==> src/rtl/spi_arb_pkg.sv <==
// Shared types and constants for the two-master SPI flash arbiter.
// Covers the FSM states, requester indices and flash idle pin levels.
package spi_arb_pkg;

  typedef enum logic [1:0] {
    ARB_IDLE    = 2'd0,
    ARB_OWN     = 2'd1,
    ARB_RELEASE = 2'd2,
    ARB_GUARD   = 2'd3
  } arb_state_t;

  localparam logic REQ_USB   = 1'b0;
  localparam logic REQ_LOCAL = 1'b1;

  localparam logic IDLE_CS_B = 1'b1;
  localparam logic IDLE_SCK  = 1'b1;
  localparam logic IDLE_MOSI = 1'b0;

endpackage

==> src/rtl/spi_arb_pin_mux.sv <==
// Flash pin selection and MISO gating from the registered owner and state.
// Purely combinational, so the owner's SPI bit timing reaches the pads untouched.
module spi_arb_pin_mux
  import spi_arb_pkg::*;
(
  input  arb_state_t i_state,
  input  logic       i_owner,
  input  logic       i_m0_cs_b,
  input  logic       i_m0_sck,
  input  logic       i_m0_mosi,
  input  logic       i_m1_cs_b,
  input  logic       i_m1_sck,
  input  logic       i_m1_mosi,
  input  logic       i_spi_miso,
  output logic       o_spi_cs_b,
  output logic       o_spi_sck,
  output logic       o_spi_mosi,
  output logic       o_m0_miso,
  output logic       o_m1_miso
);

  logic w_pass;

  assign w_pass = (i_state == ARB_OWN) ||
                  (i_state == ARB_RELEASE);

  always_comb begin
    o_spi_cs_b = IDLE_CS_B;
    o_spi_sck  = IDLE_SCK;
    o_spi_mosi = IDLE_MOSI;
    o_m0_miso  = 1'b0;
    o_m1_miso  = 1'b0;
    if (w_pass) begin
      unique case (i_owner)
        REQ_USB: begin
          o_spi_cs_b = i_m0_cs_b;
          o_spi_sck  = i_m0_sck;
          o_spi_mosi = i_m0_mosi;
          o_m0_miso  = i_spi_miso;
        end
        REQ_LOCAL: begin
          o_spi_cs_b = i_m1_cs_b;
          o_spi_sck  = i_m1_sck;
          o_spi_mosi = i_m1_mosi;
          o_m1_miso  = i_spi_miso;
        end
        default: ;
      endcase
    end
  end

endmodule

==> src/rtl/spi_flash_arbiter.sv <==
// Round-robin owner of the board SPI flash for the USB bridge and local reader.
// Grants whole transactions and keeps the flash deselected between owners.
module spi_flash_arbiter
  import spi_arb_pkg::*;
#(
  parameter int unsigned GUARD_CYCLES    = 2,
  parameter int unsigned RELEASE_TIMEOUT = 16
) (
  input  logic clk,
  input  logic reset_n,
  input  logic m0_req,
  input  logic m1_req,
  output logic m0_gnt,
  output logic m1_gnt,
  input  logic m0_cs_b,
  input  logic m0_sck,
  input  logic m0_mosi,
  input  logic m1_cs_b,
  input  logic m1_sck,
  input  logic m1_mosi,
  output logic m0_miso,
  output logic m1_miso,
  output logic spi_cs_b,
  output logic spi_sck,
  output logic spi_mosi,
  input  logic spi_miso,
  output logic busy,
  output logic timeout_err
);

  localparam logic [7:0] GUARD_LAST = 8'(GUARD_CYCLES - 1);
  localparam logic [7:0] TO_LAST    = 8'(RELEASE_TIMEOUT);

  arb_state_t r_state, w_state_nxt;
  logic       r_owner, w_owner_nxt;
  logic       r_ptr,   w_ptr_nxt;
  logic [1:0] r_gnt,   w_gnt_nxt;
  logic [7:0] r_cnt,   w_cnt_nxt;
  logic       r_terr,  w_terr_nxt;
  logic       w_own_req;
  logic       w_own_cs_b;

  assign w_own_req  = r_owner ? m1_req  : m0_req;
  assign w_own_cs_b = r_owner ? m1_cs_b : m0_cs_b;

  always_ff @(posedge clk) begin
    if (!reset_n) begin
      r_state <= ARB_IDLE;
      r_owner <= REQ_USB;
      r_ptr   <= REQ_USB;
      r_gnt   <= 2'b00;
      r_cnt   <= 8'd0;
      r_terr  <= 1'b0;
    end else begin
      r_state <= w_state_nxt;
      r_owner <= w_owner_nxt;
      r_ptr   <= w_ptr_nxt;
      r_gnt   <= w_gnt_nxt;
      r_cnt   <= w_cnt_nxt;
      r_terr  <= w_terr_nxt;
    end
  end

  always_comb begin
    w_state_nxt = r_state;
    w_owner_nxt = r_owner;
    w_ptr_nxt   = r_ptr;
    w_gnt_nxt   = r_gnt;
    w_cnt_nxt   = r_cnt;
    w_terr_nxt  = r_terr;
    unique case (r_state)
      ARB_IDLE: begin
        if (m0_req || m1_req) begin
          // With a single request m1_req alone names the owner.
          w_owner_nxt = (m0_req && m1_req) ? r_ptr : m1_req;
          w_ptr_nxt   = ~w_owner_nxt;
          w_gnt_nxt   = w_owner_nxt ? 2'b10 : 2'b01;
          w_state_nxt = ARB_OWN;
          w_cnt_nxt   = 8'd0;
        end
      end
      ARB_OWN: begin
        if (!w_own_req) begin
          w_gnt_nxt   = 2'b00;
          w_cnt_nxt   = 8'd0;
          w_state_nxt = w_own_cs_b ? ARB_GUARD
                                   : ARB_RELEASE;
        end
      end
      ARB_RELEASE: begin
        if (w_own_cs_b) begin
          w_state_nxt = ARB_GUARD;
          w_cnt_nxt   = 8'd0;
        end else if (r_cnt == TO_LAST) begin
          w_terr_nxt  = 1'b1;
          w_state_nxt = ARB_GUARD;
          w_cnt_nxt   = 8'd0;
        end else begin
          w_cnt_nxt = r_cnt + 8'd1;
        end
      end
      ARB_GUARD: begin
        if (r_cnt == GUARD_LAST) begin
          w_state_nxt = ARB_IDLE;
          w_cnt_nxt   = 8'd0;
        end else begin
          w_cnt_nxt = r_cnt + 8'd1;
        end
      end
      default: w_state_nxt = ARB_IDLE;
    endcase
  end

  assign m0_gnt      = r_gnt[0];
  assign m1_gnt      = r_gnt[1];
  assign busy        = (r_state != ARB_IDLE);
  assign timeout_err = r_terr;

  spi_arb_pin_mux u_mux (
    .i_state    (r_state),
    .i_owner    (r_owner),
    .i_m0_cs_b  (m0_cs_b),
    .i_m0_sck   (m0_sck),
    .i_m0_mosi  (m0_mosi),
    .i_m1_cs_b  (m1_cs_b),
    .i_m1_sck   (m1_sck),
    .i_m1_mosi  (m1_mosi),
    .i_spi_miso (spi_miso),
    .o_spi_cs_b (spi_cs_b),
    .o_spi_sck  (spi_sck),
    .o_spi_mosi (spi_mosi),
    .o_m0_miso  (m0_miso),
    .o_m1_miso  (m1_miso)
  );

endmodule

==> config.mk <==
export PLATFORM = sky130hd
export DESIGN_NAME = spi_flash_arbiter
export DESIGN_NICKNAME = d
export VERILOG_FILES = /design/src/rtl/spi_arb_pkg.sv /design/src/rtl/spi_arb_pin_mux.sv /design/src/rtl/spi_flash_arbiter.sv
export SDC_FILE = /design/constraint.sdc
export NUM_CORES = 1
export LEC_CHECK = 0
export ABC_AREA = 1
export BUFFER_PORTS_ARGS = -buffer_cell sky130_fd_sc_hd__buf_2
export CAP_MARGIN = 30
export CORE_MARGIN = 2
export CORE_UTILIZATION = 30
export CTS_CLUSTER_SIZE = 10
export DETAILED_ROUTE_END_ITERATION = 10
export HOLD_SLACK_MARGIN = 0.15
export SYNTH_ARGS = -nofsm -noshare
export SYNTH_HDL_FRONTEND = slang
export SYNTH_SLANG_ARGS = --single-unit
==> constraint.sdc <==
create_clock -name clk -period 2 [get_ports clk]
set_input_delay 0.2 -clock clk [delete_from_list [all_inputs] [get_ports clk]]
set_output_delay 0.2 -clock clk [all_outputs]
set_load 0.03 [all_outputs]
======== Yosys cells after proc, flatten, opt, wreduce, memory -nomap -nowiden ========
Index checks and enable logic that the tools add are counted.
operators by class
  div/mod/pow operators ................... 0
  $lt $le $gt $ge ......................... 0
  bitwise logic cells ..................... 3
  shift operators ......................... 0
  multipliers ............................. 0
  mux-type cells .......................... 30
  $add $sub $neg .......................... 1
  equality and inequality tests ........... 9
  reduce and logical (&&, ||, !) cells .... 11
operators with widths
  kind                   number
  $mux W8                5
  $pmux W8 S4            1
  $mux W2                8
  $mux W1                11
  $add A8 B1 Y8 const B  1
  $eq A8 B1 Y1 const B   1
  $eq A8 B5 Y1 const B   1
  $pmux W2 S4            1
  $ne A2 B2 Y1 const B   3
  $pmux W1 S2            3
  $reduce_and A3 Y1      2
  $eq A2 B2 Y1 const B   2
  $pmux W2 S2            1
  $reduce_and A2 Y1      2
  $reduce_and A4 Y1      1
  $reduce_bool A2 Y1     2
  $ne A3 B3 Y1 const B   1
  $not A1 Y1             3
  $eq A2 B1 Y1 const B   1
  $logic_not A2 Y1       1
  $logic_or A1 B1 Y1     2
  $logic_and A1 B1 Y1    1
word-level totals
  latch bits .............................. 0
  memory bits (writable) .................. 0
  input bits .............................. 11
  flip-flop bits (word level) ............. 15
  ROM bits ................................ 0
  memories kept ........................... 0
  output and inout bits ................... 9
  word-level logic and storage cells ...... 60

======== Longest topological paths before layout ========
Gate-level depths: netlist of the first run.
  depth in word-level cells ............... 5
  gate-level depth with buffers ........... 10
  mapped depth without buffers ............ 10

======== Hierarchy ========
Synthesis of the first run repeated with hierarchy kept, for this count alone.
unflattened totals
  cell total of the unflattened synthesis .. 159
  area, all modules ....................... 1002.2 sq um
by module, submodules not included
  module             times used  area an instance (sq um)  cells each
  spi_flash_arbiter  1           909.6                     135
  spi_arb_pin_mux    1           92.6                      24

======== Worst setup path before layout of the first run ========
OpenSTA, ideal clock, no wires.
  path kind ............................... register to output
  start ................................... register r_state[0]
  end ..................................... output port m0_miso
  arrival time ............................ 1.527 ns
  path slack .............................. 0.273 ns
  stages on the path, launching flop included .. 5
  buffers on the path ..................... 0
  path through ............................ dfxtp_1 inv_1 ha_1 inv_1 nor3_1
on the way
  word-level cells in the longest chain between the ends .. 3
  elaborated cells on any way between the ends .. 4
  classes of those cells .................. 2 x eq/ne; 1 x mux; 1 x reduce/logical
RTL lines
  element                                       RTL line                                      text
  start, declared                               spi_flash_arbiter.sv:34                       arb_state_t r_state, w_state_nxt;
  start signal, assigned                        spi_flash_arbiter.sv:55                       r_state <= w_state_nxt;
  $eq A2 B1 Y1 or $eq A2 B2 Y1 (tied branches)  spi_arb_pin_mux.sv:24, spi_arb_pin_mux.sv:25
  $logic_or A1 B1 Y1 (*)                        spi_arb_pin_mux.sv:24                         assign w_pass = (i_state == ARB_OWN) ||
  $mux W1 (*)                                   spi_arb_pin_mux.sv:33                         if (w_pass) begin
  end, declared                                 spi_flash_arbiter.sv:21                       output logic m0_miso,
Every way passes the cells marked *; elsewhere a longest branch is shown, timed or not.

======== Worst setup path after layout of the first run ========
Same ends and word-level chain as after synthesis.

==> results.md, run 1 <==
* Post-synth ARST share at 0
* Outcome: completed
* Filler cell count at 376
* CP startpoint kind: register
* Horiz. Die Dim at 62.41 um
* Crit path required time at 1.80 ns
* Min cycle time layout at 1.835 ns
* CP Class: register to output pin
* Final setup TNS at 0 ns
* Synth Area in Compound Gates at 0.1161
* ANT nets after route at 0
* Ports at 20
* Family with the most delay on the worst path: flip-flops
* Multi-input gate area at 631.9 sq um
* Most frequent CP cell: inv_1
* Pin count of the biggest net entering global routing at 11
* Post-synth EDFFs at 0
* Post-CTS Setup Bufs at 0
* Area share of the largest cell type after synthesis at 0.2934
* Avg Inst Size Synth at 6.437 sq um
* Total number of vias at 993
* RSZ-0062 raised after global routing: no
* Commonest cells in the netlist: nand2_1, nor2_1, inv_1, dfxtp_1, nand3_1
* Peak supply drop at 0.3862 mV
* Crit path capture type: output pin
* XOR/XNOR share of the synthesized area at 0.008557
* Die height at 62.41 um
* Pins Over Slew Limit at 0
* N_diodes at 0
* Ys Warns at 0
* First-pass GRT wire length at 4036 um
* CP peak stage delay at 0.40 ns
* Reg area at 300.3 sq um
* Fin Clk Skew at 0.01017 ns
* Core ar. at 3311 sq um
* Vias in the first global route at 958
* Most frequent cell after synthesis: nand2_1
* Slowest CP cell: dfxtp_1
* Cell taking the most area after synthesis: dfxtp_1
* Placer Congestion at 0.7974
* Layout cells sized above 1 at 0.2088
* Slew margin rel. at 0.8027
* Simple-gate share of the synthesized area at 0.4046
* Cts bufs inserted at 3
* Flops & latches, synth at 15
* TritonCTS clock tree: built
* Final Hold Vio Count at 0
* Maximum clock path buffer count at 2
* Drt pass-1 iters at 4
* Worst-Margin Slew at 0.2949 ns
* Fin crit share at 0.9174
* IO buf count at 19
* Die area at 3895 sq um
* Seq/Total Area, Yosys at 0.2934
* Residual DRC at 0
* Setup violations, final at 0
* CP max FO at 5
* Post-Syn Instances at 159
* Detailed Place HPWL at 1707 um
* Layout area overhead at 17.73%
* Number of max-cap violations at 0
* Top FF cell, synth: dfxtp_1
* CP Cell Sequence: inv_1 > ha_2 > inv_1 > nor3_1 > buf_2
* CTS HTree Levels at 1
* Root Buffer: clkbuf_4
* Vias per cell at 4.355
* Reg clk slew, reported paths at 0.09 ns
* Total routed wirelength at 2188 um
* Worst skew pair latency at 0.30 ns
* Pwr Density at 1208 nW/um^2
* Final net count at 201
* Initial Util at 0.3091
* Worst min path class: input pin to register
* GRT Residual Overflow at 0
* CP Data Arrival Time at 1.63 ns
* Final core occ at 0.3639
* Yosys cell types at 22
* Initial antenna violation count at 0
* P_leak at 0.5452 nW
* WP buf/inv at 3
* Netlist Area Pre-Place at 1023 sq um
* Top cells by area, synth: dfxtp_1, nand2_1, ha_1, nor2_1, inv_1
* Largest family of logic cells by synthesized area: simple AND/OR/NAND/NOR gates
* Syn Nets at 177
* Tot GR Track Use at 0.1265
* Mux contribution to synthesized area at 0
* Clk sink count at 15
* Max Clk Rate at 545.0 MHz
* Initial drt markers at 36
* Row cnt at 21
* Post-DR wirelength/cell at 9.596 um
* Post-synthesis adder-cell area fraction at 0.08557
worst paths after layout:
path                           start               endpoint  slack, ns  depth (start not counted)
max          r_state[0]$_SDFFE_PN0P_                m0_miso       0.17                          5
min                          reset_n  r_cnt[0]$_SDFFE_PN0P_       0.19                          3
max reg2reg  r_state[0]$_SDFFE_PN0P_  r_cnt[3]$_SDFFE_PN0P_       0.47                          8
min reg2reg       r_ptr$_SDFFE_PN0P_     r_ptr$_SDFFE_PN0P_       0.48                          2
logic make-up (layout without fill, tap and decap cells):
logic type	Yosys count	in the layout
flip-flops	15	15
AND/OR/NAND/NOR	90	90
XOR/XNOR	1	1
adder cells (fa/ha/maj)	7	7
buffers and inverters	25	48
AO/OA/AOI/OAI	21	21
power by group:
part           total (mW)  internal, mW  switching [mW]
logic               0.871         0.285           0.586
clock network       0.181        0.0778           0.104
registers           0.403         0.355          0.0482
what timing repair did:
action	CTS	global route
endpoints found under the hold margin	0	0
hold buffers	0	0
resized for setup	0	1
setup endpoints to repair	0	1
state kept, by name, summed over array words and instances (netlist names):
signal and flops:
r_owner 1, r_cnt 8, r_gnt 2, r_ptr 1, r_state 2, timeout_err 1
worst min-delay path, cell delays in order:
cell and delay (ns):
buf_2 0.13, o21ai_0 0.07, a21oi_1 0.04
metal layers:
metal,up-vias,wire (um),global-route usage
met2,14,975,0.2124
met3,5,62,0.01622
met1,424,1098,0.1579
li1,550,-,-
met4,0,52,0.06667
met5,-,0,0
placed cells by master, fill, tap and decap left out, drive strengths merged, types with 6 or more instances in the layout:
cell	n
inv	23
ha	7
dfxtp	15
nor2	26
buf	19
o21ai	11
nor3	6
nand3	15
nand2	42
a21oi	9
per-stage QoR:
| step | power [mW] | area (sq um) | hold slack (ns) | worst slack (ns) | instances |
|---|---|---|---|---|---|
| 6_report | 1.455 | 1205 | 0.1921 | 0.1653 | 228 |
| 5_1_grt | 1.596 | 1205 | 0.2045 | 0.01226 | 228 |
| 4_1_cts | 1.464 | 1202 | 0.1903 | 0.1183 | 228 |
| 3_5_place_dp | 1.278 | 1176 | 0.4621 | 0.4456 | 224 |
| 3_3_place_gp | 1.278 | 1176 | 0.4588 | 0.4579 | 224 |
| 2_1_floorplan | 1.074 | 1023 | 0.3384 | 0.2728 | 159 |
cell type report:
type	count	share of cell area
Clock buffer	4	0.02181
Multi-Input combinational cell	119	0.5244
Tap cell	46	0.04777
Timing Repair Buffer	19	0.07892
Sequential cell	15	0.2492
Inverter	25	0.07788
Power figures use the tool's default switching activity.
==> inputs of run 2 (changes only) <==
ABC_AREA = 0   (was 1)
==> run 2 against run 1 <==
Against the previous run: critical path depth up 1; register-to-register slack got worse by 0.24 ns; core utilization increased by 0.63 points; first-iteration DRC count grew 14%; power down 15%; final area shrank 7.0%; largest cell class unchanged.
==> results.md, run 2 <==
* Area share of the largest cell type after synthesis at 0.3162
* Row cnt at 20
* Pwr Density at 1110 nW/um^2
* Seq/Total Area, Yosys at 0.3162
* Ports at 20
* Clk pwr share at 0.141
* GRT Residual Overflow at 0
* Worst skew pair latency at 0.29 ns
* Reg clk slew, reported paths at 0.09 ns
* Worst-Margin Slew at 0.4411 ns
* Initial Util at 0.3136
* Post-CTS Setup Bufs at 0
* Core ar. at 3028 sq um
* Cts bufs inserted at 3
* Die area at 3632 sq um
* Residual DRC at 0
* Total power at 1.244 mW
* Drt pass-1 iters at 4
* First-pass GRT wire length at 3429 um
* Post-DP Area at 1095 sq um
* # resized after CTS at 0
* Cell taking the most area after synthesis: dfxtp_1
* Root Buffer: clkbuf_4
* Placer Congestion at 0.8017
* Most frequent cell after synthesis: dfxtp_1
* Max reg flops at 8
* NetSw at 0.5813 mW
* Hold buffers post-CTS at 0
* Crit path capture type: register
* Vias per cell at 5.000
* Internal Power at 0.6627 mW
* CP max FO at 6
* Reg with most FFs: r_cnt
* Layout cells sized above 1 at 0.2692
* Final net count at 149
* P_leak at 0.4698 nW
* Die height at 60.27 um
* Ys Warns at 0
* Vias in the first global route at 821
* Slew margin rel. at 0.7056
* Post-synth ARST share at 0
* Yosys cell types at 42
* Initial drt markers at 41
* Syn Nets at 126
* CP startpoint kind: register
* Avg Inst Size Synth at 8.793 sq um
* IO buf count at 19
* Tot GR Track Use at 0.1248
* CTS HTree Levels at 1
* Flops & latches, synth at 15
* Layout area overhead at 18.05%
* Netlist Area Pre-Place at 949.7 sq um
* Most frequent cells in the layout: buf_2, dfxtp_1, nor2_1
* Reg power frac at 0.307
* Min cycle time layout at 1.770 ns
* Largest regs: r_cnt (8), r_gnt (2), r_state (2)
* Comb power frac at 0.552
* Number of max-cap violations at 0
* Fin crit share at 0.8850
* Commonest cells in the netlist: dfxtp_1, nor2_1, nand2_1, ha_1
* Post-Syn Instances at 108
* Outcome: completed
* Post-route cell area at 1121 sq um
* Fin Clk Skew at 0.006691 ns
* Most common cell after layout, fill and taps aside: buf_2
* Horiz. Die Dim at 60.27 um
* Minimum hold slack at 0.2569 ns
* Crit path required time at 2.21 ns
* RSZ-0062 raised after global routing: no
* Max Clk Rate at 564.9 MHz
* Top cells by area, synth: dfxtp_1, ha_1, nor2_1, nand2_1, mux2i_1
* Worst min path class: input pin to register
* CP Data Arrival Time at 1.98 ns
* Clk sink count at 15
* Post-DR wirelength/cell at 11.91 um
* Detailed Place HPWL at 1619 um
* Switching portion of total power at 0.4673
* Final Hold Vio Count at 0
* Initial antenna violation count at 0
* Top FF cell, synth: dfxtp_1
* Setup violations, final at 0
* CP Class: register to register
* Maximum clock path buffer count at 2
* Final setup TNS at 0 ns
* Pins Over Slew Limit at 0
* Pin count of the biggest net entering global routing at 14
* TritonCTS clock tree: built
* N_diodes at 0
* Total routed wirelength at 2072 um
* Total number of vias at 870
* Peak supply drop at 0.3510 mV
* Post-synth EDFFs at 0
* ANT nets after route at 0
run 2: path summary, 6_finish.rpt:
check	slack, ns	end	cells after the start	startpoint
worst min-delay path	0.26	r_state[1]$_SDFFE_PN0P_	3	reset_n
worst min register to register	0.49	timeout_err$_SDFFE_PN0P_	2	timeout_err$_SDFFE_PN0P_
worst max-delay path	0.23	r_state[0]$_SDFFE_PN0P_	6	r_state[0]$_SDFFE_PN0P_
worst max register to register	0.23	r_state[0]$_SDFFE_PN0P_	6	r_state[0]$_SDFFE_PN0P_
run 2: critical path: stages, from the launching register on:
cell and delay [ns]:
dfxtp_1 0.37, inv_1 0.10, ha_1 0.28, nor3b_1 0.19
a21o_1 0.22, a221o_1 0.29, a221oi_2 0.25
run 2: kinds of logic after synthesis:
logic type	after synthesis	synth area share
adder cells (fa/ha/maj)	7	0.09222
flip-flops	15	0.3162
multiplexers	5	0.07114
XOR/XNOR	3	0.02767
buffers and inverters	9	0.04478
AO/OA/AOI/OAI	20	0.1713
AND/OR/NAND/NOR	49	0.2767
run 2: per-stage QoR:
step | utilization | setup slack [ns] | instances
6_report | 0.3702 | 0.2299 | 174
5_1_grt | 0.3702 | 0.06017 | 174
4_1_cts | 0.3702 | 0.2138 | 174
3_5_place_dp | 0.3616 | 0.2407 | 170
3_3_place_gp | 0.3616 | 0.2554 | 170
2_1_floorplan | - | 0.3696 | 108
run 2: power groups by stage:
stage / Clock, mW / Sequential [mW] / Combinational (mW)
after floorplan: 0 / 0.396 / 0.523
after global placement: 0 / 0.386 / 0.679
after detailed placement: 0 / 0.390 / 0.688
after CTS: 0.184 / 0.383 / 0.690
after global routing: 0.204 / 0.388 / 0.759
final: 0.175 / 0.382 / 0.687
run 2: cell type report:
class / count / area [sq um]
multi-input combinational: 84 / 606.8
timing repair buffer: 21 / 110.1
clock buffer: 4 / 26.28
fill: 321 / 1907
tap: 44 / 55.05
sequential: 15 / 300.3
inverter: 6 / 22.52
run 2: layer usage:
layer	vias to the layer above	track usage	wire length, um
met5	-	0	0
met2	26	0.2127	964
met4	0	0.03492	18
met1	402	0.1421	934
li1	437	-	-
met3	5	0.05195	155
==> inputs of run 3 (changes only) <==
CELL_PAD_IN_SITES_DETAIL_PLACEMENT = 0   (was not set)
CELL_PAD_IN_SITES_GLOBAL_PLACEMENT = 1   (was not set)
PLACE_DENSITY_LB_ADDON = 0.1   (was not set)
SYNTH_HIERARCHICAL = 1   (was not set)
==> run 3 against run 2 <==
Against the previous run: global-route usage grew 1.4 points; combinational power increased by 14%; die area down 0.86%; core utilization grew 0.91 points; non-clock buffer count grew 4; critical path depth unchanged; first-iteration DRC count decreased by 15%; final area increased by 2.5%; critical path type unchanged; largest power group unchanged.
==> results.md, run 3 <==
* Yosys cell types at 36
* Crit path capture type: register
* WP buf/inv at 1
* Avg Inst Size Synth at 8.554 sq um
* Final net count at 153
* CP max FO at 8
* Worst skew pair latency at 0.29 ns
* Setup slack after placement at 0.1043 ns
* Initial drt markers at 35
* Die area at 3601 sq um
* TritonCTS clock tree: built
* CP Data Arrival Time at 2.12 ns
* Hold path cells at 2
* Total power at 1.381 mW
* Clk sink count at 15
* Comb power frac at 0.565
* Switching portion of total power at 0.4640
* Outcome: completed
* Die height at 60.01 um
* Total routed wirelength at 2151 um
* Largest family of logic cells by synthesized area: simple AND/OR/NAND/NOR gates
* Vias in the first global route at 794
* XOR/XNOR share of the synthesized area at 0.06516
* Clk pwr share at 0.136
* Pins Over Slew Limit at 0
* Reg2Reg Setup Slack at 0.09 ns
* Max Clk Rate at 523.7 MHz
* Final setup TNS at 0 ns
* Pin count of the biggest net entering global routing at 14
* Most common cell after layout, fill and taps aside: buf_2
* Syn Nets at 128
* CP Class: register to register
* Setup violations, final at 0
* GRT Residual Overflow at 0
* Top cells by area, synth: dfxtp_1, ha_1, mux2i_1, xnor2_1, nor3_1
* Worst R2R Path Depth at 6
* Final Hold Vio Count at 0
* Hold Startpoint: reset_n
* Placer Congestion at 0.7766
* Pwr Density at 1202 nW/um^2
* Met3 WL at 140 um
* Ports at 20
* Layout area overhead at 22.07%
* Worst-Margin Slew at 0.5021 ns
* Slowest CP cell: or4_1
* First-pass GRT wire length at 3705 um
* N_diodes at 0
* CP Cell Sequence: inv_1 > ha_1 > nor3b_2 > a21o_2 > or4_1 > a211oi_1
* IO buf count at 19
* Netlist Area Pre-Place at 940.9 sq um
* Post-CTS Setup Bufs at 0
* DP Cell Count at 174
* Internal Power at 0.7402 mW
* Post-synth ARST share at 0
* Highest Signal Layer: met4
* Total number of vias at 870
* Seq/Total Area, Yosys at 0.3191
* Drt pass-1 iters at 4
* Row cnt at 20
* CP Depth at 6
* NetSw at 0.6407 mW
* Top FF cell, synth: dfxtp_1
* Number of max-cap violations at 0
* Vias per cell at 4.888
* Post-synthesis adder-cell area fraction at 0.09309
* Worst min path class: input pin to register
* Fin Clk Skew at 0.005600 ns
* Horiz. Die Dim at 60.01 um
* Worst r2r src: r_state[1]$_SDFFE_PN0P_
* Crit path required time at 2.21 ns
* CTS HTree Levels at 1
* Max reg flops at 8
* Initial Util at 0.3107
* Min cycle time layout at 1.909 ns
* Post-route cell area at 1149 sq um
* WL met1 at 1015 um
* Fin crit share at 0.9547
* ANT nets after route at 0
* Layout cells sized above 1 at 0.2687
* Ys Warns at 6
* Hold buffers post-CTS at 0
* Reg power frac at 0.299
* Initial antenna violation count at 0
* Reg-to-Reg End: r_cnt[7]$_SDFFE_PN0P_
* Metal2 WL at 964 um
* Slew margin rel. at 0.6566
* Final core occ at 0.3793
* Most frequent cell after synthesis: dfxtp_1
* CP startpoint kind: register
* Core ar. at 3028 sq um
* Residual DRC at 0
* Final worst-path setup slack at 0.09067 ns
* Most frequent cells in the layout: buf_2, dfxtp_1, inv_1, nor3_1, nand2_1
* Largest regs: r_cnt (8), r_gnt (2), r_state (2)
* Mux contribution to synthesized area at 0.07979
* Tot GR Track Use at 0.1388
* P_leak at 0.4537 nW
* Family with the most delay on the worst path: simple AND/OR/NAND/NOR gates
* Detailed Place HPWL at 1631 um
* Root Buffer: clkbuf_4
* Area share of the largest cell type after synthesis at 0.3191
* Post-Syn Instances at 110
* Post-DP Area at 1115 sq um
* Post-DR wirelength/cell at 12.08 um
* Cell taking the most area after synthesis: dfxtp_1
* Filler cell count at 316
* Reg clk slew, reported paths at 0.10 ns
* Flops & latches, synth at 15
* Fin cells at 178
* Simple-gate share of the synthesized area at 0.1955
* Maximum clock path buffer count at 2
* Reg with most FFs: r_cnt
* CP peak stage delay at 0.51 ns
* Peak supply drop at 0.3538 mV
* Cts bufs inserted at 3
* Commonest cells in the netlist: dfxtp_1, inv_1, nand2_1, nor3_1, ha_1
* RSZ-0062 raised after global routing: no
* Synth Area in Compound Gates at 0.1769
* CP endpoint: r_cnt[7]$_SDFFE_PN0P_
* Minimum hold slack at 0.1503 ns
* Crit. Startpoint: r_state[1]$_SDFFE_PN0P_
* Post-synth EDFFs at 0
==> run 3: cell types whose count changed after synthesis, sizes merged, moves of 4 or more <==
cell	change
a211oi	+5
nand3	-4
a21oi	-4
inv	+4
nor2	-6
xnor2	+5
==> run 3: how the worst min path moves through the flow <==
stage | to
final | timeout_err$_SDFFE_PN0P_
after global routing | r_ptr$_SDFFE_PN0P_
after CTS | r_ptr$_SDFFE_PN0P_
after floorplan | timeout_err$_SDFFE_PN0P_
after detailed placement | timeout_err$_SDFFE_PN0P_
after global placement | timeout_err$_SDFFE_PN0P_
==> run 3: logic make-up (layout without fill, tap and decap cells) <==
kind of cell | after synthesis | after routing
compound gates | 22 | 22
xor+xnor | 7 | 7
fa+ha+maj | 7 | 7
buf+inv | 15 | 39
flops | 15 | 15
mux | 7 | 7
simple gates | 37 | 37
==> run 3: cell type report <==
class                           count  area [sq um]  area share
Inverter                           10         37.54     0.03268
Timing Repair Buffer               25         140.1      0.1220
Multi-Input combinational cell     80         580.6      0.5054
Sequential cell                    15         307.8      0.2680
Clock buffer                        3         22.52     0.01961
Clock inverter                      1         5.005    0.004357
Tap cell                           44         55.05     0.04793
==> run 3: layer usage <==
metal / vias to the layer above / GRT usage
met2: 31 / 0.2127
li1: 443 / -
met4: 0 / 0.05714
met3: 4 / 0.03247
met5: - / 0
met1: 392 / 0.1859
==> run 3: repair_timing <==
action	in CTS	in global routing
hold endpoints to repair	0	0
resized for setup	0	3
endpoints found under the setup margin	0	3
==> run 3: power by group through the flow <==
stage / sequential [mW] / clock [mW] / combinational, mW
CTS: 0.406 / 0.193 / 0.790
global route: 0.424 / 0.212 / 0.876
detailed placement: 0.414 / 0 / 0.784
floorplan: 0.430 / 0 / 0.540
global placement: 0.411 / 0 / 0.786
finish: 0.412 / 0.188 / 0.781
